--- src/rtl/uart_pkg.sv ---
`default_nettype none
// ============================================================================
//  Module      : uart_pkg
//  Description : Shared types and helpers for the buffered loopback UART.
//                FSM state encodings for the receiver and transmitter, plus
//                the baud divisor and divider-counter width computations.
//  Revision    : 1.0  initial release
// ============================================================================
package uart_pkg;

    typedef enum logic [2:0] {
        RX_IDLE   = 3'd0,
        RX_START  = 3'd1,
        RX_DATA   = 3'd2,
        RX_PARITY = 3'd3,
        RX_STOP   = 3'd4
    } rx_state_t;

    typedef enum logic [2:0] {
        TX_IDLE   = 3'd0,
        TX_START  = 3'd1,
        TX_DATA   = 3'd2,
        TX_PARITY = 3'd3,
        TX_STOP   = 3'd4
    } tx_state_t;

    // Clock cycles per serial bit.
    function automatic int uart_div(input int clk_hz, input int baud);
        return clk_hz / baud;
    endfunction

    // Width of a down-counter that must hold values 0..div-1.
    function automatic int uart_cnt_w(input int div);
        return (div < 2) ? 1 : $clog2(div);
    endfunction

endpackage : uart_pkg
`default_nettype wire

--- src/rtl/uart_sync_fifo.sv ---
`default_nettype none
// ============================================================================
//  Module      : uart_sync_fifo
//  Description : Single-clock show-ahead FIFO with registered full/empty.
//                o_rd_data always shows the head entry while o_empty=0.
//                A write while full is accepted only if a read happens in
//                the same cycle; a read while empty is ignored (no
//                write-through).
//  Ports       : clk, rst (async, active-high)
//                i_wr_en/i_wr_data/o_full  - write side
//                i_rd_en/o_rd_data/o_empty - read side
//  Revision    : 1.0  initial release
// ============================================================================
module uart_sync_fifo #(
    parameter int WIDTH = 8,
    parameter int DEPTH = 16
) (
    input  logic             clk,
    input  logic             rst,
    input  logic             i_wr_en,
    input  logic [WIDTH-1:0] i_wr_data,
    output logic             o_full,
    input  logic             i_rd_en,
    output logic [WIDTH-1:0] o_rd_data,
    output logic             o_empty
);

    localparam int c_AW = $clog2(DEPTH);

    logic [WIDTH-1:0] r_mem [DEPTH];
    logic [c_AW-1:0]  r_wptr;
    logic [c_AW-1:0]  r_rptr;
    logic [c_AW:0]    r_count;
    logic [c_AW:0]    w_count_nxt;
    logic             r_full;
    logic             r_empty;
    logic             w_rd_ok;
    logic             w_wr_ok;

    assign w_rd_ok = i_rd_en & ~r_empty;
    assign w_wr_ok = i_wr_en & (~r_full | w_rd_ok);

    always_comb begin
        w_count_nxt = r_count;
        case ({w_wr_ok, w_rd_ok})
            2'b10:   w_count_nxt = r_count + (c_AW+1)'(1);
            2'b01:   w_count_nxt = r_count - (c_AW+1)'(1);
            default: w_count_nxt = r_count;
        endcase
    end

    always_ff @(posedge clk or posedge rst) begin
        if (rst) begin
            r_wptr  <= '0;
            r_rptr  <= '0;
            r_count <= '0;
            r_full  <= 1'b0;
            r_empty <= 1'b1;
        end else begin
            if (w_wr_ok) r_wptr <= r_wptr + c_AW'(1);
            if (w_rd_ok) r_rptr <= r_rptr + c_AW'(1);
            r_count <= w_count_nxt;
            r_full  <= (w_count_nxt == (c_AW+1)'(DEPTH));
            r_empty <= (w_count_nxt == '0);
        end
    end

    // Storage carries no reset; the flags alone say what is valid.
    always_ff @(posedge clk) begin
        if (w_wr_ok) r_mem[r_wptr] <= i_wr_data;
    end

    assign o_rd_data = r_mem[r_rptr];
    assign o_full    = r_full;
    assign o_empty   = r_empty;

endmodule : uart_sync_fifo
`default_nettype wire

--- src/rtl/uart_loopback_fifo.sv ---
`default_nettype none
// ============================================================================
//  Module      : uart_loopback_fifo
//  Description : Full-duplex UART with RX/TX FIFOs and run-time loopback.
//                loopback_en=1 drains received bytes straight into the TX
//                FIFO; loopback_en=0 exposes both FIFOs via valid/ready.
//  Ports       : clk, rst (async, active-high), uart_rx, uart_tx,
//                loopback_en, tx_data/tx_valid/tx_ready,
//                rx_data/rx_valid/rx_ready, rx_overrun, frame_err, parity_err
//  Config      : UART_PARITY_EN - adds one even-parity bit per frame.
//  Revision    : 1.0  initial release
// ============================================================================
module uart_loopback_fifo
    import uart_pkg::*;
#(
    parameter int CLK_HZ     = 25_000_000,
    parameter int BAUD       = 9600,
    parameter int DATA_BITS  = 8,
    parameter int FIFO_DEPTH = 16
) (
    input  logic                 clk,
    input  logic                 rst,
    input  logic                 uart_rx,
    output logic                 uart_tx,
    input  logic                 loopback_en,
    input  logic [DATA_BITS-1:0] tx_data,
    input  logic                 tx_valid,
    output logic                 tx_ready,
    output logic [DATA_BITS-1:0] rx_data,
    output logic                 rx_valid,
    input  logic                 rx_ready,
    output logic                 rx_overrun,
    output logic                 frame_err,
    output logic                 parity_err
);

    localparam int                c_DIV   = uart_div(CLK_HZ, BAUD);
    localparam int                c_CW    = uart_cnt_w(c_DIV);
    localparam int                c_BW    = $clog2(DATA_BITS);
    localparam logic [c_CW-1:0]   c_END   = c_CW'(c_DIV - 1);
    localparam logic [c_CW-1:0]   c_HALF  = c_CW'(c_DIV / 2);
    localparam logic [c_CW-1:0]   c_ONE   = c_CW'(1);
    localparam logic [c_BW-1:0]   c_LAST  = c_BW'(DATA_BITS - 1);
    localparam logic [c_BW-1:0]   c_BONE  = c_BW'(1);

    // ---------------- control registers ----------------
    logic r_loop;       // loopback_en takes effect one cycle later
    logic r_alive;      // holds tx_ready low until reset has been released
    logic r_overrun;

    // ---------------- FIFO interface ----------------
    logic                 w_rxf_full, w_rxf_empty, w_rxf_rd;
    logic [DATA_BITS-1:0] w_rxf_rdata;
    logic                 w_txf_full, w_txf_empty, w_txf_rd, w_txf_wr;
    logic [DATA_BITS-1:0] w_txf_wdata, w_txf_rdata;

    // ---------------- RX path ----------------
    logic [1:0]           r_rx_sync;
    logic                 r_rx_prev;
    logic                 w_rx;
    logic                 w_rx_fall;
    logic                 w_rx_tick;
    rx_state_t            r_rx_state;
    logic [c_CW-1:0]      r_rx_cnt;
    logic [c_BW-1:0]      r_rx_bit;
    logic [DATA_BITS-1:0] r_rx_shift;
    logic                 r_rx_brk;     // stop bit was low: wait for idle line
    logic                 r_rx_wr;
    logic                 r_frame_err;

    // ---------------- TX path ----------------
    tx_state_t            r_tx_state;
    logic [c_CW-1:0]      r_tx_cnt;
    logic [c_BW-1:0]      r_tx_bit;
    logic [DATA_BITS-1:0] r_tx_shift;
    logic                 r_tx;
    logic                 w_tx_tick;

`ifdef UART_PARITY_EN
    logic r_rx_par_bad;
    logic r_parity_err;
    logic r_tx_par;
    logic w_par_bad;
    assign w_par_bad  = w_rx ^ (^r_rx_shift);
    assign parity_err = r_parity_err;
`else
    assign parity_err = 1'b0;
`endif

    // ---------------- FIFO transfers ----------------
    assign w_rxf_rd    = r_loop ? ~w_txf_full : rx_ready;
    assign w_txf_wr    = r_loop ? (~w_rxf_empty & ~w_txf_full) : (tx_valid & tx_ready);
    assign w_txf_wdata = r_loop ? w_rxf_rdata : tx_data;

    assign tx_ready   = r_alive & ~r_loop & ~w_txf_full;
    assign rx_valid   = ~r_loop & ~w_rxf_empty;
    assign rx_data    = w_rxf_rdata;
    assign rx_overrun = r_overrun;
    assign frame_err  = r_frame_err;
    assign uart_tx    = r_tx;

    uart_sync_fifo #(.WIDTH(DATA_BITS), .DEPTH(FIFO_DEPTH)) u_rx_fifo (
        .clk       (clk),
        .rst       (rst),
        .i_wr_en   (r_rx_wr),
        .i_wr_data (r_rx_shift),
        .o_full    (w_rxf_full),
        .i_rd_en   (w_rxf_rd),
        .o_rd_data (w_rxf_rdata),
        .o_empty   (w_rxf_empty)
    );

    uart_sync_fifo #(.WIDTH(DATA_BITS), .DEPTH(FIFO_DEPTH)) u_tx_fifo (
        .clk       (clk),
        .rst       (rst),
        .i_wr_en   (w_txf_wr),
        .i_wr_data (w_txf_wdata),
        .o_full    (w_txf_full),
        .i_rd_en   (w_txf_rd),
        .o_rd_data (w_txf_rdata),
        .o_empty   (w_txf_empty)
    );

    always_ff @(posedge clk or posedge rst) begin
        if (rst) begin
            r_loop    <= 1'b0;
            r_alive   <= 1'b0;
            r_overrun <= 1'b0;
        end else begin
            r_loop    <= loopback_en;
            r_alive   <= 1'b1;
            // A pop in the same cycle frees a slot, so that is not an overrun.
            r_overrun <= r_rx_wr & w_rxf_full & ~w_rxf_rd;
        end
    end

    // ---------------- RX synchroniser and FSM ----------------
    assign w_rx      = r_rx_sync[1];
    assign w_rx_fall = r_rx_prev & ~w_rx;
    assign w_rx_tick = (r_rx_cnt == '0);

    always_ff @(posedge clk or posedge rst) begin
        if (rst) begin
            r_rx_sync <= 2'b11;
            r_rx_prev <= 1'b1;
        end else begin
            r_rx_sync <= {r_rx_sync[0], uart_rx};
            r_rx_prev <= w_rx;
        end
    end

    always_ff @(posedge clk or posedge rst) begin
        if (rst) begin
            r_rx_state   <= RX_IDLE;
            r_rx_cnt     <= '0;
            r_rx_bit     <= '0;
            r_rx_shift   <= '0;
            r_rx_brk     <= 1'b0;
            r_rx_wr      <= 1'b0;
            r_frame_err  <= 1'b0;
`ifdef UART_PARITY_EN
            r_rx_par_bad <= 1'b0;
            r_parity_err <= 1'b0;
`endif
        end else begin
            r_rx_wr     <= 1'b0;
            r_frame_err <= 1'b0;
`ifdef UART_PARITY_EN
            r_parity_err <= 1'b0;
`endif
            if (r_rx_state != RX_IDLE && !w_rx_tick) r_rx_cnt <= r_rx_cnt - c_ONE;
            case (r_rx_state)
                RX_IDLE: begin
                    if (w_rx_fall) begin
                        r_rx_cnt   <= c_HALF;       // first sample lands mid start bit
                        r_rx_state <= RX_START;
                    end
                end
                RX_START: begin
                    if (w_rx_tick) begin
                        if (w_rx) begin
                            r_rx_state <= RX_IDLE;  // glitch, not a start bit
                        end else begin
                            r_rx_cnt   <= c_END;
                            r_rx_bit   <= '0;
                            r_rx_state <= RX_DATA;
                        end
                    end
                end
                RX_DATA: begin
                    if (w_rx_tick) begin
                        r_rx_shift <= {w_rx, r_rx_shift[DATA_BITS-1:1]};
                        r_rx_cnt   <= c_END;
                        if (r_rx_bit == c_LAST) begin
`ifdef UART_PARITY_EN
                            r_rx_state <= RX_PARITY;
`else
                            r_rx_state <= RX_STOP;
`endif
                        end else begin
                            r_rx_bit <= r_rx_bit + c_BONE;
                        end
                    end
                end
`ifdef UART_PARITY_EN
                RX_PARITY: begin
                    if (w_rx_tick) begin
                        r_rx_par_bad <= w_par_bad;
                        r_parity_err <= w_par_bad;
                        r_rx_cnt     <= c_END;
                        r_rx_state   <= RX_STOP;
                    end
                end
`endif
                RX_STOP: begin
                    if (r_rx_brk) begin
                        if (w_rx) begin
                            r_rx_brk   <= 1'b0;
                            r_rx_state <= RX_IDLE;
                        end
                    end else if (w_rx_tick) begin
                        if (w_rx) begin
`ifdef UART_PARITY_EN
                            r_rx_wr <= ~r_rx_par_bad;
`else
                            r_rx_wr <= 1'b1;
`endif
                            r_rx_state <= RX_IDLE;
                        end else begin
                            r_frame_err <= 1'b1;
                            r_rx_brk    <= 1'b1;
                        end
                    end
                end
                default: r_rx_state <= RX_IDLE;
            endcase
        end
    end

    // ---------------- TX FSM ----------------
    assign w_tx_tick = (r_tx_cnt == '0);

    // Pop from IDLE, or at the end of a stop bit so frames run back-to-back.
    always_comb begin
        w_txf_rd = 1'b0;
        if (!w_txf_empty) begin
            if (r_tx_state == TX_IDLE) w_txf_rd = 1'b1;
            if (r_tx_state == TX_STOP && w_tx_tick) w_txf_rd = 1'b1;
        end
    end

    always_ff @(posedge clk or posedge rst) begin
        if (rst) begin
            r_tx_state <= TX_IDLE;
            r_tx_cnt   <= '0;
            r_tx_bit   <= '0;
            r_tx_shift <= '0;
            r_tx       <= 1'b1;
`ifdef UART_PARITY_EN
            r_tx_par   <= 1'b0;
`endif
        end else begin
            if (r_tx_state != TX_IDLE && !w_tx_tick) r_tx_cnt <= r_tx_cnt - c_ONE;
            if (w_txf_rd) begin
                r_tx_shift <= w_txf_rdata;
`ifdef UART_PARITY_EN
                r_tx_par   <= ^w_txf_rdata;
`endif
                r_tx_cnt   <= c_END;
                r_tx       <= 1'b0;
                r_tx_state <= TX_START;
            end else begin
                case (r_tx_state)
                    TX_START: begin
                        if (w_tx_tick) begin
                            r_tx       <= r_tx_shift[0];
                            r_tx_shift <= r_tx_shift >> 1;
                            r_tx_bit   <= '0;
                            r_tx_cnt   <= c_END;
                            r_tx_state <= TX_DATA;
                        end
                    end
                    TX_DATA: begin
                        if (w_tx_tick) begin
                            r_tx_cnt <= c_END;
                            if (r_tx_bit == c_LAST) begin
`ifdef UART_PARITY_EN
                                r_tx       <= r_tx_par;
                                r_tx_state <= TX_PARITY;
`else
                                r_tx       <= 1'b1;
                                r_tx_state <= TX_STOP;
`endif
                            end else begin
                                r_tx       <= r_tx_shift[0];
                                r_tx_shift <= r_tx_shift >> 1;
                                r_tx_bit   <= r_tx_bit + c_BONE;
                            end
                        end
                    end
`ifdef UART_PARITY_EN
                    TX_PARITY: begin
                        if (w_tx_tick) begin
                            r_tx       <= 1'b1;
                            r_tx_cnt   <= c_END;
                            r_tx_state <= TX_STOP;
                        end
                    end
`endif
                    TX_STOP: begin
                        if (w_tx_tick) r_tx_state <= TX_IDLE;
                    end
                    default: r_tx_state <= TX_IDLE;
                endcase
            end
        end
    end

endmodule : uart_loopback_fifo
`default_nettype wire

--- config.mk ---
export PLATFORM = sky130hd
export DESIGN_NAME = uart_loopback_fifo
export DESIGN_NICKNAME = d
export VERILOG_FILES = /design/src/rtl/uart_pkg.sv /design/src/rtl/uart_sync_fifo.sv /design/src/rtl/uart_loopback_fifo.sv
export SDC_FILE = /design/constraint.sdc
export NUM_CORES = 1
export LEC_CHECK = 0
export CAP_MARGIN = 10
export CORE_MARGIN = 2
export CORE_UTILIZATION = 30
export CTS_CLUSTER_SIZE = 30
export DETAILED_ROUTE_END_ITERATION = 8
export PLACE_DENSITY = 0.52
export SLEW_MARGIN = 5
export SYNTH_ARGS = -nofsm -noshare
export SYNTH_HDL_FRONTEND = slang
export SYNTH_SLANG_ARGS = --single-unit
--- constraint.sdc ---
create_clock -name clk -period 12.3 [get_ports clk]
set_clock_uncertainty 0.05 [all_clocks]
set_input_delay 1.23 -clock clk [delete_from_list [all_inputs] [get_ports clk]]
set_output_delay 1.23 -clock clk [all_outputs]
set_load 0.01 [all_outputs]
==> results_tabular.tex <==
\begin{tabular}{lr}
\hline
Metric & Value \\
\hline
\multicolumn{2}{l}{\textbf{Place}} \\
Half-perimeter wire length of the detailed placement result & 18.62 mm \\
IO Port Bufs & 26 \\
GP Congestion & 0.7615 \\
Placed Cells incl. Taps & 1529 \\
\multicolumn{2}{l}{\textbf{Critical path}} \\
Required @ worst endpoint & 11.02 ns \\
Kind of critical path & reg -> out \\
Kind of launch point of the worst setup path & register \\
Arrival time worst endpoint & 3.27 ns \\
Critical path peak fanout & 35 \\
Critical path capture point type & output pin \\
\multicolumn{2}{l}{\textbf{Yosys}} \\
Post-synthesis net count & 961 \\
Most used flip-flop cell after synthesis & sky130\_fd\_sc\_hd\_\_edfxtp\_1 \\
Mean cell area of the mapped netlist & 15.92 um\^{}2 \\
Library cells used by synthesis & 64 \\
Synth Register Bits & 348 \\
Post-synth top cells & sky130\_fd\_sc\_hd\_\_edfxtp\_1, sky130\_fd\_sc\_hd\_\_dfrtp\_1, sky130\_fd\_sc\_hd\_\_mux4\_2, sky130\_fd\_sc\_hd\_\_nor2\_1, sky130\_fd\_sc\_hd\_\_nand2\_1 \\
Portion of the post-synthesis area used by sequential elements & about two thirds \\
Number of synthesized flops with an enable pin & between 200 and 300 \\
Async S/R FF share, synth & between 20\% and 30\% \\
Netlist Area Pre-Place & 14650 um\^{}2 \\
Library cell with the largest summed area after synthesis & sky130\_fd\_sc\_hd\_\_edfxtp\_1 \\
Post-synth top area share & 52.48\% \\
Leading cell type by number of instances after synthesis & sky130\_fd\_sc\_hd\_\_edfxtp\_1 \\
Number of warnings issued by yosys & 0 \\
Gate count of the mapped netlist & 920 \\
Cell types with the largest area share after synthesis & sky130\_fd\_sc\_hd\_\_edfxtp\_1, sky130\_fd\_sc\_hd\_\_dfrtp\_1, sky130\_fd\_sc\_hd\_\_mux4\_2 \\
\multicolumn{2}{l}{\textbf{Clock network}} \\
Number of setup buffers added after CTS & 0 \\
Htree depth & 2 \\
Latest clock arrival within the worst-skew pair & 0.53 ns \\
TritonCTS Buffers & 37 \\
CTS hold repair buffers & 0 \\
Clock tree from TritonCTS & done \\
Root Driver & sky130\_fd\_sc\_hd\_\_clkbuf\_16 \\
Clock slew seen by the registers of the worst setup and hold paths & around 0.06 ns \\
Resized cells post-CTS & 0 \\
Maximum number of buffers from clock root to sink & 3 \\
Count of clock tree sinks & 348 \\
\multicolumn{2}{l}{\textbf{Timing}} \\
Worst Hold Slack & 0.3132 ns \\
Post-layout minimum cycle time & 4.554 ns \\
Sum Neg Setup Slack & 0 ns \\
Fin. Hold Viols & 0 \\
Share of the clock period used by the worst path & $\sim$37\% \\
Measured slew at the worst slew-check pin & 1.026 ns \\
Final setup viols & 0 \\
Max-slew violation total from the final report & 0 \\
Max Clock Freq & 0.2196 GHz \\
RSZ-0062 raised after global routing & false \\
Worst slew slack as a fraction of its limit & 31.35\% \\
\multicolumn{2}{l}{\textbf{Final layout}} \\
Post-layout nets & 994 \\
Layout cell share with drive strength beyond 1 & roughly 18\% \\
Number of diodes added for antenna fixing & 0 \\
Post-layout instance count excluding filler cells & 1597 \\
Layout-stage area growth over the synthesis result & 14.54\% \\
\multicolumn{2}{l}{\textbf{Route}} \\
DR DRC count & 0 \\
Routed wire length & 29.75 mm \\
First-pass detailed-route iteration total & 4 \\
Total via count after detailed routing & 7743 \\
Wire per inst & 18.63 um \\
Remaining number of nets flagged by the antenna check after routing & 0 \\
Violation count after the first detailed-routing iteration & 403 \\
Via density & 4.848 \\
\multicolumn{2}{l}{\textbf{Floorplanning}} \\
Die footprint & 50610 um\^{}2 \\
Width of the chip & 225.0 um \\
Number of I/O pins & 28 \\
Number of cell rows & 80 \\
Vertical extent of the die & 225.0 um \\
Starting utilization of the core area & a little under a third \\
Core Region & 47950 um\^{}2 \\
\multicolumn{2}{l}{\textbf{Pwr}} \\
Leak & $\sim$6 nW \\
Power consumption & approximately 3.4 mW \\
Maximum vdd ir drop & 0.0001070 V \\
Power per cell area & 203.8 nW/um\^{}2 \\
\multicolumn{2}{l}{\textbf{GRT}} \\
Number of global-route vias before repair & between 8000 and 9000 \\
Wire length of the first global-routing pass & 47.26 mm \\
Global routing usage summed across all routing layers & 12.11\% \\
Initial antenna violation count & 0 \\
GRT Residual Overflow & 0 \\
Largest net degree at the start of global routing & 67 \\
\multicolumn{2}{l}{\textbf{Job}} \\
Number of maximum-capacitance violations & 0 \\
\multicolumn{2}{l}{\textbf{Outcome}} \\
Result of the run & completed \\
\multicolumn{2}{l}{\textbf{Worst hold path}} \\
Classification of the worst-slack hold path & reg -> reg \\
\hline
\end{tabular}
==> per-stage QoR <==
stage               utilization, %  instance area, um^2  setup slack [ns]
floorplan                        -                14650             8.253
global placement             32.50                15580             7.853
detailed placement           32.50                15580             7.749
CTS                          34.99                16780             7.649
global route                 34.99                16780             7.565
finish                       34.99                16780             7.746
==> where the power goes <==
group          internal (mW)  switching [mW]
registers               1.44          0.0877
logic                  0.339           0.450
clock network          0.652           0.446
total                   2.44           0.984
==> metal layers <==
| layer | share of wire (%) | track usage, % |
|---|---|---|
| met1 | 47 | 16.78 |
| met5 | 0 | 0 |
| met3 | 3.5 | 2.229 |
| met2 | 47 | 19.44 |
| met4 | 2.4 | 3.589 |
==> registers in the layout, summed over array words and instances, names as in the netlist, 2 cells and up <==
register / cells
u_rx_fifo.r_count: 5
r_tx_shift: 8
r_tx_cnt: 12
u_tx_fifo.r_mem: 128
r_tx_bit: 3
r_rx_sync: 2
r_rx_bit: 3
r_tx_state: 3
r_rx_state: 3
u_tx_fifo.r_rptr: 4
u_rx_fifo.r_mem: 128
u_rx_fifo.r_wptr: 4
r_rx_shift: 8
u_rx_fifo.r_rptr: 4
u_tx_fifo.r_wptr: 4
r_rx_cnt: 12
u_tx_fifo.r_count: 5
==> final timing paths <==
check	startpoint	to	slack, ns	cells after the start
setup reg to reg	r_tx_cnt[0]	u_tx_fifo.o_empty	7.89	13
hold reg to reg	r_rx_sync[0]	r_rx_sync[1]	0.31	0
setup / recovery	u_rx_fifo.r_rptr[0]	rx_data[0]	7.75	6
min in group asynchronous	rst	u_rx_fifo.r_count[4]	0.98	2
max in group asynchronous	rst	u_tx_fifo.r_rptr[0]	9.99	3
hold / removal	r_rx_sync[0]	r_rx_sync[1]	0.31	0
==> kinds of logic (layout without fill, tap and decap cells) <==
family | after synthesis | in the layout | synth area share (%)
flip-flops | 348 | 348 | 68.25
AND/OR/NAND/NOR | 249 | 249 | 8.644
AO/OA/AOI/OAI | 98 | 98 | 4.339
multiplexers | 97 | 97 | 12.27
buffers and inverters | 65 | 127 | 1.999
XOR/XNOR | 34 | 34 | 2.033
adder cells (fa/ha/maj) | 27 | 27 | 2.409
other | 2 | 2 | 0.05127
==> critical path: stages (launching register included) <==
cell and delay, ns:
sky130_fd_sc_hd__dfrtp_2 0.34, sky130_fd_sc_hd__buf_4 0.55, sky130_fd_sc_hd__mux4_2 0.57, sky130_fd_sc_hd__nor2b_1 0.14
sky130_fd_sc_hd__a211oi_1 0.39, sky130_fd_sc_hd__a21oi_1 0.17, sky130_fd_sc_hd__clkdlybuf4s50_1 0.56
==> cells in the final DEF (no fill, tap or decap), types with 5 or more instances in the layout <==
| cell | instances |
|---|---|
| sky130_fd_sc_hd__a211oi_1 | 12 |
| sky130_fd_sc_hd__a21oi_1 | 23 |
| sky130_fd_sc_hd__a221o_1 | 6 |
| sky130_fd_sc_hd__a22oi_1 | 5 |
| sky130_fd_sc_hd__buf_4 | 12 |
| sky130_fd_sc_hd__clkbuf_1 | 12 |
| sky130_fd_sc_hd__clkbuf_16 | 39 |
| sky130_fd_sc_hd__clkdlybuf4s50_1 | 26 |
| sky130_fd_sc_hd__clkinv_2 | 6 |
| sky130_fd_sc_hd__dfrtp_1 | 84 |
| sky130_fd_sc_hd__dfstp_2 | 6 |
| sky130_fd_sc_hd__edfxtp_1 | 256 |
| sky130_fd_sc_hd__ha_1 | 25 |
| sky130_fd_sc_hd__inv_1 | 19 |
| sky130_fd_sc_hd__mux2_2 | 21 |
| sky130_fd_sc_hd__mux2i_1 | 12 |
| sky130_fd_sc_hd__mux4_2 | 64 |
| sky130_fd_sc_hd__nand2_1 | 52 |
| sky130_fd_sc_hd__nand2b_1 | 12 |
| sky130_fd_sc_hd__nand3_1 | 16 |
| sky130_fd_sc_hd__nand4_1 | 7 |
| sky130_fd_sc_hd__nor2_1 | 63 |
| sky130_fd_sc_hd__nor2b_1 | 17 |
| sky130_fd_sc_hd__nor3_1 | 31 |
| sky130_fd_sc_hd__nor3b_1 | 8 |
| sky130_fd_sc_hd__nor4_1 | 9 |
| sky130_fd_sc_hd__o21ai_0 | 24 |
| sky130_fd_sc_hd__o22ai_1 | 8 |
| sky130_fd_sc_hd__or3_1 | 5 |
| sky130_fd_sc_hd__xnor2_1 | 26 |
| sky130_fd_sc_hd__xor2_1 | 8 |
==> area by class of cell <==
type                            count  area, um^2
Clock buffer                       52        1035
Inverter                           21       86.33
Timing Repair Buffer               38       350.3
Sequential cell                   348       10000
Multi-Input combinational cell    507        4378
Fill cell                        4536       31170
Tap cell                          615       769.5
Clock inverter                     16       158.9
No activity file was read; power rests on OpenSTA's default activity.
